<file path="src/rtl/io_pkg.sv">
// Shared widths, FIFO sizing and the input-holding-register state type for the IO port unit.
package io_pkg;

  localparam int IO_DATA_W     = 16;
  localparam int IO_FIFO_DEPTH = 4;
  localparam int IO_PTR_W      = 2;
  localparam int IO_CNT_W      = 3;

  typedef enum logic {
    EMPTY = 1'b0,
    FULL  = 1'b1
  } in_state_t;

endpackage

</file>
<file path="src/rtl/io_fifo.sv">
// Output queue for the IO port unit: circular buffer of DEPTH words with a valid/ready
// pop side. A pop in the same cycle frees a slot, so a push into a full queue still lands.
module io_fifo
  import io_pkg::*;
#(
  parameter int DEPTH = IO_FIFO_DEPTH,
  parameter int W     = IO_DATA_W
) (
  input  logic                CLK,
  input  logic                Reset_n,
  input  logic                push,
  input  logic [W-1:0]        push_data,
  input  logic                pop_ready,
  output logic [W-1:0]        head_data,
  output logic                head_valid,
  output logic [IO_CNT_W-1:0] count,
  output logic                overflow
);

  localparam logic [IO_CNT_W-1:0] DEPTH_C = IO_CNT_W'(DEPTH);

  logic [IO_CNT_W-1:0] count_reg;
  logic [IO_CNT_W-1:0] count_next;
  logic                full;
  logic                pop;
  logic                push_ok;

  assign full       = (count_reg == DEPTH_C);
  assign head_valid = (count_reg != '0);
  assign pop        = head_valid && pop_ready;
  assign push_ok    = push && (!full || pop);
  assign overflow   = push && full && !pop;
  assign count      = count_reg;
  assign count_next = count_reg + {{(IO_CNT_W-1){1'b0}}, push_ok} - {{(IO_CNT_W-1){1'b0}}, pop};

  always_ff @(posedge CLK) begin
    if (!Reset_n) begin
      count_reg <= '0;
    end else begin
      count_reg <= count_next;
    end
  end

  generate
    if (DEPTH == 1) begin : g_single
      // One slot: the head is the only entry, no pointers needed.
      logic [W-1:0] data_reg;

      always_ff @(posedge CLK) begin
        if (Reset_n && push_ok) begin
          data_reg <= push_data;
        end
      end

      assign head_data = data_reg;
    end else begin : g_ring
      localparam int PTR_W = (DEPTH == IO_FIFO_DEPTH) ? IO_PTR_W : $clog2(DEPTH);
      localparam logic [PTR_W-1:0] LAST = PTR_W'(DEPTH - 1);

      logic [W-1:0]     mem [DEPTH];
      logic [PTR_W-1:0] wr_ptr_reg;
      logic [PTR_W-1:0] rd_ptr_reg;

      always_ff @(posedge CLK) begin
        if (!Reset_n) begin
          wr_ptr_reg <= '0;
          rd_ptr_reg <= '0;
        end else begin
          if (push_ok) begin
            wr_ptr_reg <= (wr_ptr_reg == LAST) ? '0 : wr_ptr_reg + 1'b1;
          end
          if (pop) begin
            rd_ptr_reg <= (rd_ptr_reg == LAST) ? '0 : rd_ptr_reg + 1'b1;
          end
        end
      end

      always_ff @(posedge CLK) begin
        if (Reset_n && push_ok) begin
          mem[wr_ptr_reg] <= push_data;
        end
      end

      assign head_data = mem[rd_ptr_reg];
    end
  endgenerate

endmodule

</file>
<file path="src/rtl/io_port_unit.sv">
// IO port unit: output queue toward the external channel and a one-word input holding register.
// IO_OUT_FIFO_EN selects a 4-entry output FIFO; without it the output side is a single register.
module io_port_unit
  import io_pkg::*;
(
  input  logic                 CLK,
  input  logic                 Reset_n,
  input  logic                 OutputWrite,
  input  logic [IO_DATA_W-1:0] OutData,
  input  logic                 InRead,
  output logic [IO_DATA_W-1:0] InData,
  output logic                 InAvail,
  output logic [IO_DATA_W-1:0] out_data,
  output logic                 out_valid,
  input  logic                 out_ready,
  input  logic [IO_DATA_W-1:0] in_data,
  input  logic                 in_valid,
  output logic                 in_ready,
  output logic [IO_CNT_W-1:0]  OutCount,
  output logic                 OutOverflow,
  output logic                 InUnderflow
);

`ifdef IO_OUT_FIFO_EN
  localparam int OUT_DEPTH = IO_FIFO_DEPTH;
`else
  localparam int OUT_DEPTH = 1;
`endif

  logic                 fifo_overflow;
  logic                 overflow_reg;
  logic                 underflow_reg;
  in_state_t            state_reg;
  in_state_t            state_next;
  logic [IO_DATA_W-1:0] held_reg;
  logic                 capture;

  io_fifo #(
    .DEPTH (OUT_DEPTH),
    .W     (IO_DATA_W)
  ) u_out_fifo (
    .CLK       (CLK),
    .Reset_n   (Reset_n),
    .push      (OutputWrite),
    .push_data (OutData),
    .pop_ready (out_ready),
    .head_data (out_data),
    .head_valid(out_valid),
    .count     (OutCount),
    .overflow  (fifo_overflow)
  );

  // A read while FULL reopens the slot in the same cycle, so a new word can be captured at once.
  always_comb begin
    state_next = state_reg;
    in_ready   = (state_reg == EMPTY) || InRead;
    capture    = in_valid && in_ready;
    case (state_reg)
      EMPTY: if (capture) state_next = FULL;
      FULL: begin
        if (capture)     state_next = FULL;
        else if (InRead) state_next = EMPTY;
      end
      default: state_next = EMPTY;
    endcase
  end

  always_ff @(posedge CLK) begin
    if (!Reset_n) begin
      state_reg     <= EMPTY;
      held_reg      <= '0;
      underflow_reg <= 1'b0;
      overflow_reg  <= 1'b0;
    end else begin
      state_reg <= state_next;
      if (capture) begin
        held_reg <= in_data;
      end
      if (InRead && (state_reg == EMPTY)) begin
        underflow_reg <= 1'b1;
      end
      if (fifo_overflow) begin
        overflow_reg <= 1'b1;
      end
    end
  end

  assign InAvail     = (state_reg == FULL);
  assign InData      = (state_reg == FULL) ? held_reg : '0;
  assign OutOverflow = overflow_reg;
  assign InUnderflow = underflow_reg;

endmodule

</file>
<file path="config.mk">
export PLATFORM = sky130hd
export DESIGN_NAME = io_port_unit
export DESIGN_NICKNAME = d
export VERILOG_FILES = /design/src/rtl/io_pkg.sv /design/src/rtl/io_fifo.sv /design/src/rtl/io_port_unit.sv
export SDC_FILE = /design/constraint.sdc
export NUM_CORES = 1
export LEC_CHECK = 0
export CAP_MARGIN = 20
export CORE_MARGIN = 8
export CORE_UTILIZATION = 44
export CTS_BUF_LIST = sky130_fd_sc_hd__clkbuf_8
export CTS_CLUSTER_DIAMETER = 50
export DETAILED_ROUTE_END_ITERATION = 12
export HOLD_SLACK_MARGIN = 0.02
export PLACE_DENSITY = 0.87
export SYNTH_ARGS = -nofsm -noshare
export SYNTH_HDL_FRONTEND = slang
export SYNTH_SLANG_ARGS = --single-unit
</file>
<file path="constraint.sdc">
create_clock -name CLK -period 5 [get_ports CLK]
set_input_delay 0.75 -clock CLK [delete_from_list [all_inputs] [get_ports CLK]]
set_output_delay 0.75 -clock CLK [all_outputs]
set_load 0.02 [all_outputs]
</file>
-- After elaboration in Yosys (flattened, before gate mapping)
Cells that the tools add are included.
Widths: inputs -> output; s select.
- reduce and logical (&&, ||, !) cells: 12
- add/subtract/negate cells: 2
- bitwise logic cells: 1
- equal/unequal tests: 1
- multiplexer cells: 5
- operator list (kind ; count):
    $mux 16 ; 1
    $logic_and 1x1->1 ; 7
    $add 3x1->3 ; 1
    $eq 3x1->1 const B ; 1
    $mux 1 ; 3
    $reduce_bool 3->1 ; 1
    $sub 3x1->3 ; 1
    $logic_not 1->1 ; 2
    $logic_or 1x1->1 ; 2
    $pmux 1 s2 ; 1
    $not 1->1 ; 1
- output and inout bits: 40
- logic and storage cells: 27
- register bits after elaboration: 38

-- Depth between registers and ports, before layout
Gate-level depths: netlist (run 1).
- depth after elaboration: 6
- mapped depth: 10

-- Hierarchy
From an unflattened synthesis (run 1), not the netlist that was laid out.
- cell total of the unflattened synthesis: 132
- area, all modules: 1550.2 sq um
- by module, submodules not included (module ; instances ; area each (sq um) ; cells each):
    io_port_unit ; 1 ; 870.8 ; 97
    io_fifo ; 1 ; 679.4 ; 35

-- Worst setup path after synthesis (run 1)
Ideal clock, no wire load.
- path kind: reg2reg
- start: register u_out_fifo.count_reg[1] (netlist: u_out_fifo.count[1])
- end: register u_out_fifo.count_reg[2] (netlist: u_out_fifo.count[2])
- setup slack: 2.542 ns
- data required time: 4.885 ns
- setup time: 0.115 ns
- cell stages (with the launch flop): 11
- arrival time: 2.343 ns
- cells stage by stage: dfxtp_1 or3_1 and2_1 ha_1 inv_1 ha_1 inv_1 fa_1 xnor2_1 xnor2_1 and2_1
- word-level cells in the longest chain between the ends: 6
- ends and longest elaborated chain (what ; RTL line ; text):
    from (decl) ; io_fifo.sv:22 ; logic [IO_CNT_W-1:0] count_reg;
    from (signal assigned) ; io_fifo.sv:40 ; count_reg <= count_next;
    $reduce_bool 3->1 (*) ; io_fifo.sv:29 ; assign head_valid = (count_reg != '0);
    net out_valid ; io_port_unit.sv:14 ; output logic out_valid,
    $logic_and 1x1->1 (*) ; io_fifo.sv:30 ; assign pop = head_valid && pop_ready;
    $logic_or 1x1->1 ; io_fifo.sv:31 ; assign push_ok = push && (!full || pop);
    $logic_and 1x1->1 ; io_fifo.sv:31 ;
    $add 3x1->3 ; io_fifo.sv:34 ; assign count_next = count_reg + {{(IO_CNT_W-1){1'b0}}, push_ok} - {{(IO_CNT_W-1){1'b0}}, pop};
    $sub 3x1->3 (*) ; io_fifo.sv:34 ;
Mark *: on every way through the listed nets, which the timed path passes. The rest lies on a longest branch.
A chain may end at the register's enable or synchronous reset.

-- Worst setup path after layout (run 1)
- start: input port InRead
- end: output port in_ready
- word-level cells in the longest chain between the ends: 1
- ends and longest elaborated chain (what ; RTL line ; text):
    from (decl) ; io_port_unit.sv:10 ; input logic InRead,
    $logic_or 1x1->1 ; io_port_unit.sv:56 ; in_ready = (state_reg == EMPTY) || InRead;
    to (decl) ; io_port_unit.sv:18 ; output logic in_ready,
Every way passes these cells.

==> run_results.csv, run 1 <==
group,metric,value,unit
logic_synthesis,synth_compound_area_share,1.30,%
power,power_leakage,0.000941,µW
route,wl_met2,1.64,mm
sta,slew_violations,0,
power,finalPower,792,µW
sta,finalHoldViolations,0,
floorplanning,design.die.area,5660,µm²
worst_hold_path,hp-class,"flop to flop",
cts,cts_buffers,5,
cts,cts_setup_buffers,0,
logic_synthesis,synthSimpleGateAreaFrac,20.3,%
critical_path,cp_max_fo,3,
critical_path,cp_common_cell,"clkdlybuf4s50_1",
logic_synthesis,synth_top_cell_by_area,"edfxtp_1",
finish,antenna-diode-count,0,
power,p_per_area,329,nW/µm²
finish,nFillCells,258,
critical_path,arrival,1.98,ns
route,via_count,1217,
critical_path,crit_chain,"clkdlybuf4s50_1 > nand2b_2 > clkdlybuf4s50_1",
logic_synthesis,yosysWarnings,0,
floorplanning,start_util,45.9,%
route,drt-met1-wl,1.64,mm
global_routing,grtUsageTotal,14.0,%
logic_synthesis,synth-xor-area-share,1.14,%
logic_synthesis,netlist-cell-type-count,23,
critical_path,path_class,"primary input to output port",
logic_synthesis,yosys-top-cells-area,"edfxtp_1 31%, dfxtp_1 29%, mux2i_1 10%",
cts,post_cts_resized,0,
sta,setup_viol,0,
power,p_comb_share,28.5,%
route,top_layer,"met4",
route,drtAntennaViolNets,0,
logic_synthesis,yosys-mux-area-fraction,10.4,%
cts,clock_latency,0.28,ns
critical_path,slowest_stage,"clkdlybuf4s50_1",
route,drt_iter0_markers,52,
cts,cts.sinks,38,
logic_synthesis,syn_area,1540,µm²
critical_path,cp.required,4.25,ns
power,p_int,570,µW
route,wl_per_cell,15.4,µm
floorplanning,die_w,75.2,µm
placement,routabilityCongestion,0.695,
sta,maxSlewHeadroom,55.6,%
floorplanning,core_area,3360,µm²
logic_synthesis,synth-main-ff-cell,"dfxtp_1",
global_routing,grt_antenna_before_repair,0,
floorplanning,io-pin-count,78,
sta,tightest_slew,0.667,ns
route,wl_met3,611,µm
logic_synthesis,async_flop_share,0,%
logic_synthesis,synth_fp_nets,174,
finish,final_layout_size_suffix_gt1_share,8.06,%
logic_synthesis,yosysMostFrequentCell,"nand2_1",
global_routing,grt_pass1_vias,1222,
worst_hold_path,hold_depth,2,
floorplanning,die_h,75.2,µm
power,p_clk_share,24.3,%
status,outcome,"finished clean",
power,switching_share,28.0,%
cts,htree_num_levels,2,
flow_run,max-cap-violations,0,
logic_synthesis,synth-adder-area-share,2.92,%
critical_path,cp.buffers_inverters,2,
global_routing,grt_max_degree,40,
route,route.detailed.drc,0,
cts,clk_pin_slew,0.07,ns
power,p_sw,222,µW
critical_path,path_depth,3,
logic_synthesis,syn_inst,133,
logic_synthesis,yosys_register_bits,38,
route,firstDrtPassIters,4,
route,drt-total-wl,3.96,mm
sta,setup-tns-final,0,ns
global_routing,grt_pass1_wl,5.93,mm
power,pwr-share-seq,47.3,%
sta,fin_crit_sh,54.6,%
placement,port_buffers,77,
logic_synthesis,ys_top_cells_by_count,"32 x nand2_1, 22 x dfxtp_1, 16 x edfxtp_1, 16 x mux2i_1, 14 x and2_1",
placement,hpwl,3.15,mm
critical_path,worst_setup_path_end_kind,"output port",
global_routing,grt_overflow,0,
critical_path,path_delay_family,"buffers and inverters",
finish,areaGrowthSynthToFinish,56.0,%
power,vdd_drop_max,154,µV
floorplanning,row_count,21,
critical_path,cp-start-kind,"primary input",
cts,cts_tree,"yes",
finish,fin_nets,252,
sta,period_needed,2.73,ns
logic_synthesis,synth_top_area_share,31.1,%
critical_path,slowest_delay,0.62,ns
logic_synthesis,synth_edf_count,16,
logic_synthesis,syn_area_per_cell,11.6,µm²
logic_synthesis,yosysSeqAreaShare,59.7,%
logic_synthesis,synth_top_family_by_area,"simple AND/OR/NAND/NOR gates",
sta,fmax,366,MHz
cts,postCtsHoldBufs,0,
route,via_per_inst,4.74,
cts,root_buffer,"clkbuf_8",
sta,fin_skew,0.00433,ns
cts,clock_path_buffers,2,
sta,rsz0062_at_grt,"no",
critical_path,ff2ff_path_depth,10,
path summary, 6_finish.rpt:
path                  startpoint                   to  slack, ns
max                       InRead             in_ready       2.27
min                  held_reg[5]          held_reg[5]       0.46
max reg2reg  u_out_fifo.count[1]  u_out_fifo.count[2]       2.65
min reg2reg          held_reg[5]          held_reg[5]       0.46
worst min-delay path: cells and delay by family, from the launching register on:
family	cells	cell delay, ns
muxes	1	0.05
and+or+nand+nor	1	0.05
DFF	1	0.31
power groups by stage:
stage | combinational [µW] | sequential [µW] | clock, µW
after floorplan | 102 | 402 | 0
after global placement | 216 | 380 | 0
after detailed placement | 229 | 382 | 0
after CTS | 230 | 375 | 196
after global routing | 244 | 378 | 209
final | 226 | 375 | 192
cell usage in the layout, fill, tap and decap left out:
| cell | netlist | final |
|---|---|---|
| a21boi_0 | 1 | 1 |
| nor2b_1 | 3 | 3 |
| and2_2 | 6 | 6 |
| buf_4 | 0 | 1 |
| xnor2_1 | 2 | 2 |
| dfxtp_1 | 22 | 22 |
| o21a_1 | 1 | 1 |
| fa_1 | 1 | 1 |
| and2_1 | 14 | 14 |
| nor4b_1 | 1 | 1 |
| or3_1 | 1 | 1 |
| inv_1 | 4 | 4 |
| clkbuf_8 | 0 | 5 |
| and2_4 | 1 | 1 |
| and2b_2 | 1 | 1 |
| clkinv_2 | 0 | 2 |
| a21oi_1 | 1 | 1 |
| edfxtp_1 | 16 | 16 |
| ha_1 | 2 | 2 |
| nand2b_2 | 1 | 1 |
| mux2i_1 | 16 | 16 |
| clkdlybuf4s50_1 | 0 | 77 |
| nand2_1 | 32 | 32 |
per-stage QoR:
stage                     util (%)  setup WS (ns)  cell area [µm²]  instances  hold WS [ns]
after floorplan                  -           2.54             1540        133         0.430
after global placement        69.2           2.30             2330        250         0.438
after detailed placement      69.2           2.20             2330        250         0.451
after CTS                     71.5           2.25             2410        257         0.462
after global routing          71.5           2.22             2410        257         0.477
final                         71.5           2.27             2410        257         0.457
kinds of logic after synthesis:
group                    count (synthesis)
AND/OR/NAND/NOR                         60
AO/OA/AOI/OAI                            3
adder cells (fa/ha/maj)                  3
multiplexers                            16
buffers and inverters                   11
XOR/XNOR                                 2
flip-flops                              38
cell type report:
class	count	area (µm²)	share of cell area, %
clock buffer	5	68.8	2.86
timing repair buffer	78	778	32.3
tap	46	57.6	2.39
sequential	38	921	38.3
multi-input combinational	84	556	23.1
inverter	4	15.0	0.624
clock inverter	2	10.0	0.416
routing by layer:
| layer | track usage, % | vias up |
|---|---|---|
| li1 | - | 584 |
| met1 | 15.7 | 556 |
| met2 | 21.7 | 69 |
| met3 | 8.26 | 8 |
| met4 | 4.69 | 0 |
| met5 | 0 | - |
Note: power is estimated with default switching activity, not from simulation.
==> run 2: changes to the inputs <==
--- a/config.mk
+++ b/config.mk
@@ -7,12 +7,12 @@
 export LEC_CHECK = 0
 export CAP_MARGIN = 20
 export CORE_MARGIN = 8
-export CORE_UTILIZATION = 44
+export CORE_UTILIZATION = 41
 export CTS_BUF_LIST = sky130_fd_sc_hd__clkbuf_8
 export CTS_CLUSTER_DIAMETER = 50
 export DETAILED_ROUTE_END_ITERATION = 12
 export HOLD_SLACK_MARGIN = 0.02
-export PLACE_DENSITY = 0.87
+export PLACE_DENSITY = 0.82
 export SYNTH_ARGS = -nofsm -noshare
 export SYNTH_HDL_FRONTEND = slang
 export SYNTH_SLANG_ARGS = --single-unit
==> constraint.sdc (replaced) <==
create_clock -name CLK -period 2.9 [get_ports CLK]
set_input_delay 0.435 -clock CLK [delete_from_list [all_inputs] [get_ports CLK]]
set_output_delay 0.435 -clock CLK [all_outputs]
set_load 0.02 [all_outputs]
==> run_results.csv, run 2 (synthesis results as in run 1) <==
group,metric,value,unit
sta,setup-tns-final,0,ns
cts,post_cts_resized,0,
cts,postCtsHoldBufs,0,
route,wl_per_cell,15.5,µm
critical_path,slowest_stage,"or3_1",
cts,cts_setup_buffers,0,
sta,slew_violations,0,
critical_path,crit_chain,"or3_1 > and2_1 > ha_1 > inv_1 > ha_1 > inv_1 > fa_1 > xnor2_1 > xnor2_1 > and2_1",
power,vdd_drop_max,249,µV
power,p_per_area,636,nW/µm²
placement,hpwl,3.13,mm
power,power_leakage,0.000963,µW
sta,fin_crit_sh,82.1,%
cts,cts_tree,"yes",
floorplanning,row_count,22,
global_routing,grt_max_degree,39,
cts,htree_num_levels,2,
placement,port_buffers,77,
critical_path,slowest_delay,0.39,ns
cts,cts_buffers,5,
sta,worst_slack,0.519,ns
critical_path,path_class,"flop to flop",
sta,tightest_slew,0.673,ns
route,firstDrtPassIters,4,
critical_path,arrival,2.57,ns
floorplanning,design.die.area,5980,µm²
critical_path,cp-start-kind,"flop",
route,drt-total-wl,4.02,mm
route,wl_met3,403,µm
route,wl_met2,1.79,mm
global_routing,grtUsageTotal,13.8,%
placement,routabilityCongestion,0.711,
sta,fmax,420,MHz
global_routing,grt_overflow,0,
finish,final_layout_size_suffix_gt1_share,8.02,%
cts,root_buffer,"clkbuf_8",
global_routing,grt_pass1_wl,6.56,mm
sta,setup_viol,0,
cts,clock_path_buffers,2,
route,top_layer,"met4",
finish,antenna-diode-count,0,
floorplanning,core_area,3630,µm²
finish,final_cell_mix,"77 x clkdlybuf4s50_1, 32 x nand2_1, 22 x dfxtp_1",
cts,cts.sinks,38,
worst_hold_path,hp-class,"flop to flop",
finish,fin_nets,252,
flow_run,max-cap-violations,0,
critical_path,cp.required,3.08,ns
cts,clk_pin_slew,0.08,ns
route,drtAntennaViolNets,0,
cts,clock_latency,0.29,ns
sta,maxSlewHeadroom,55.1,%
sta,rsz0062_at_grt,"no",
route,via_per_inst,4.64,
route,drt-met1-wl,1.77,mm
floorplanning,die_h,77.3,µm
floorplanning,die_w,77.3,µm
status,outcome,"finished clean",
finish,mostFrequentLayoutCell,"clkdlybuf4s50_1",
route,drt_iter0_markers,27,
critical_path,cp_max_fo,5,
finish,areaGrowthSynthToFinish,59.6,%
route,route.detailed.drc,0,
sta,period_needed,2.38,ns
sta,finalHoldViolations,0,
floorplanning,io-pin-count,78,
global_routing,grt_antenna_before_repair,0,
sta,fin_skew,0.00580,ns
critical_path,worst_setup_path_end_kind,"flop",
floorplanning,start_util,42.5,%
global_routing,grt_pass1_vias,1329,
finish,nFillCells,283,
route,via_count,1207,
placement,place_ws,0.436,ns
-- run 2: cell types whose count changed in the layout (fill, tap and decap cells not counted), sizes merged --
cell    delta
bufinv     +2
clkinv     -1
-- run 2: area by class of cell --
class                      count  area (µm²)  share of cell area [%]
multi-input combinational     84         556                    22.6
tap                           48        60.1                    2.44
clock inverter                 3        63.8                    2.59
timing repair buffer          78         778                    31.6
clock buffer                   5        68.8                    2.79
inverter                       4        15.0                   0.610
sequential                    38         921                    37.4
-- run 2: final timing paths --
kind              depth (start not counted)  slack [ns]                 from             endpoint
setup / recovery                         10        0.52  u_out_fifo.count[1]  u_out_fifo.count[2]
setup reg to reg                         10        0.52  u_out_fifo.count[1]  u_out_fifo.count[2]
hold / removal                            2        0.46          held_reg[6]          held_reg[6]
hold reg to reg                           2        0.46          held_reg[6]          held_reg[6]
-- run 2: where the power goes --
group	leakage, µW	switching (µW)	internal, µW
Sequential	0.000331	35.1	612
Combinational	0.000566	182	212
Clock	0.0000658	184	340
-- run 2: metal layers --
layer,track usage (%),vias up
li1,-,587
met1,15.3,547
met2,22.3,66
met3,7.03,7
met4,4.53,0
met5,0,-
-- run 2: stage by stage --
stage | cells | power [µW] | hold slack, ns | instance area, µm² | util (%)
floorplan | 133 | 870 | 0.430 | 1540 | -
global route | 260 | 1630 | 0.478 | 2460 | 67.8
global placement | 252 | 1030 | 0.438 | 2330 | 64.1
detailed placement | 252 | 1060 | 0.446 | 2330 | 64.1
CTS | 260 | 1580 | 0.456 | 2460 | 67.8
finish | 260 | 1560 | 0.455 | 2460 | 67.8
-- run 2: critical path, delay by kind of cell, from the launching register on --
family	cells	cell delay, ns
fa+ha+maj	3	0.79
simple gates	3	0.73
flops	1	0.37
xor+xnor	2	0.26
buf+inv	2	0.12
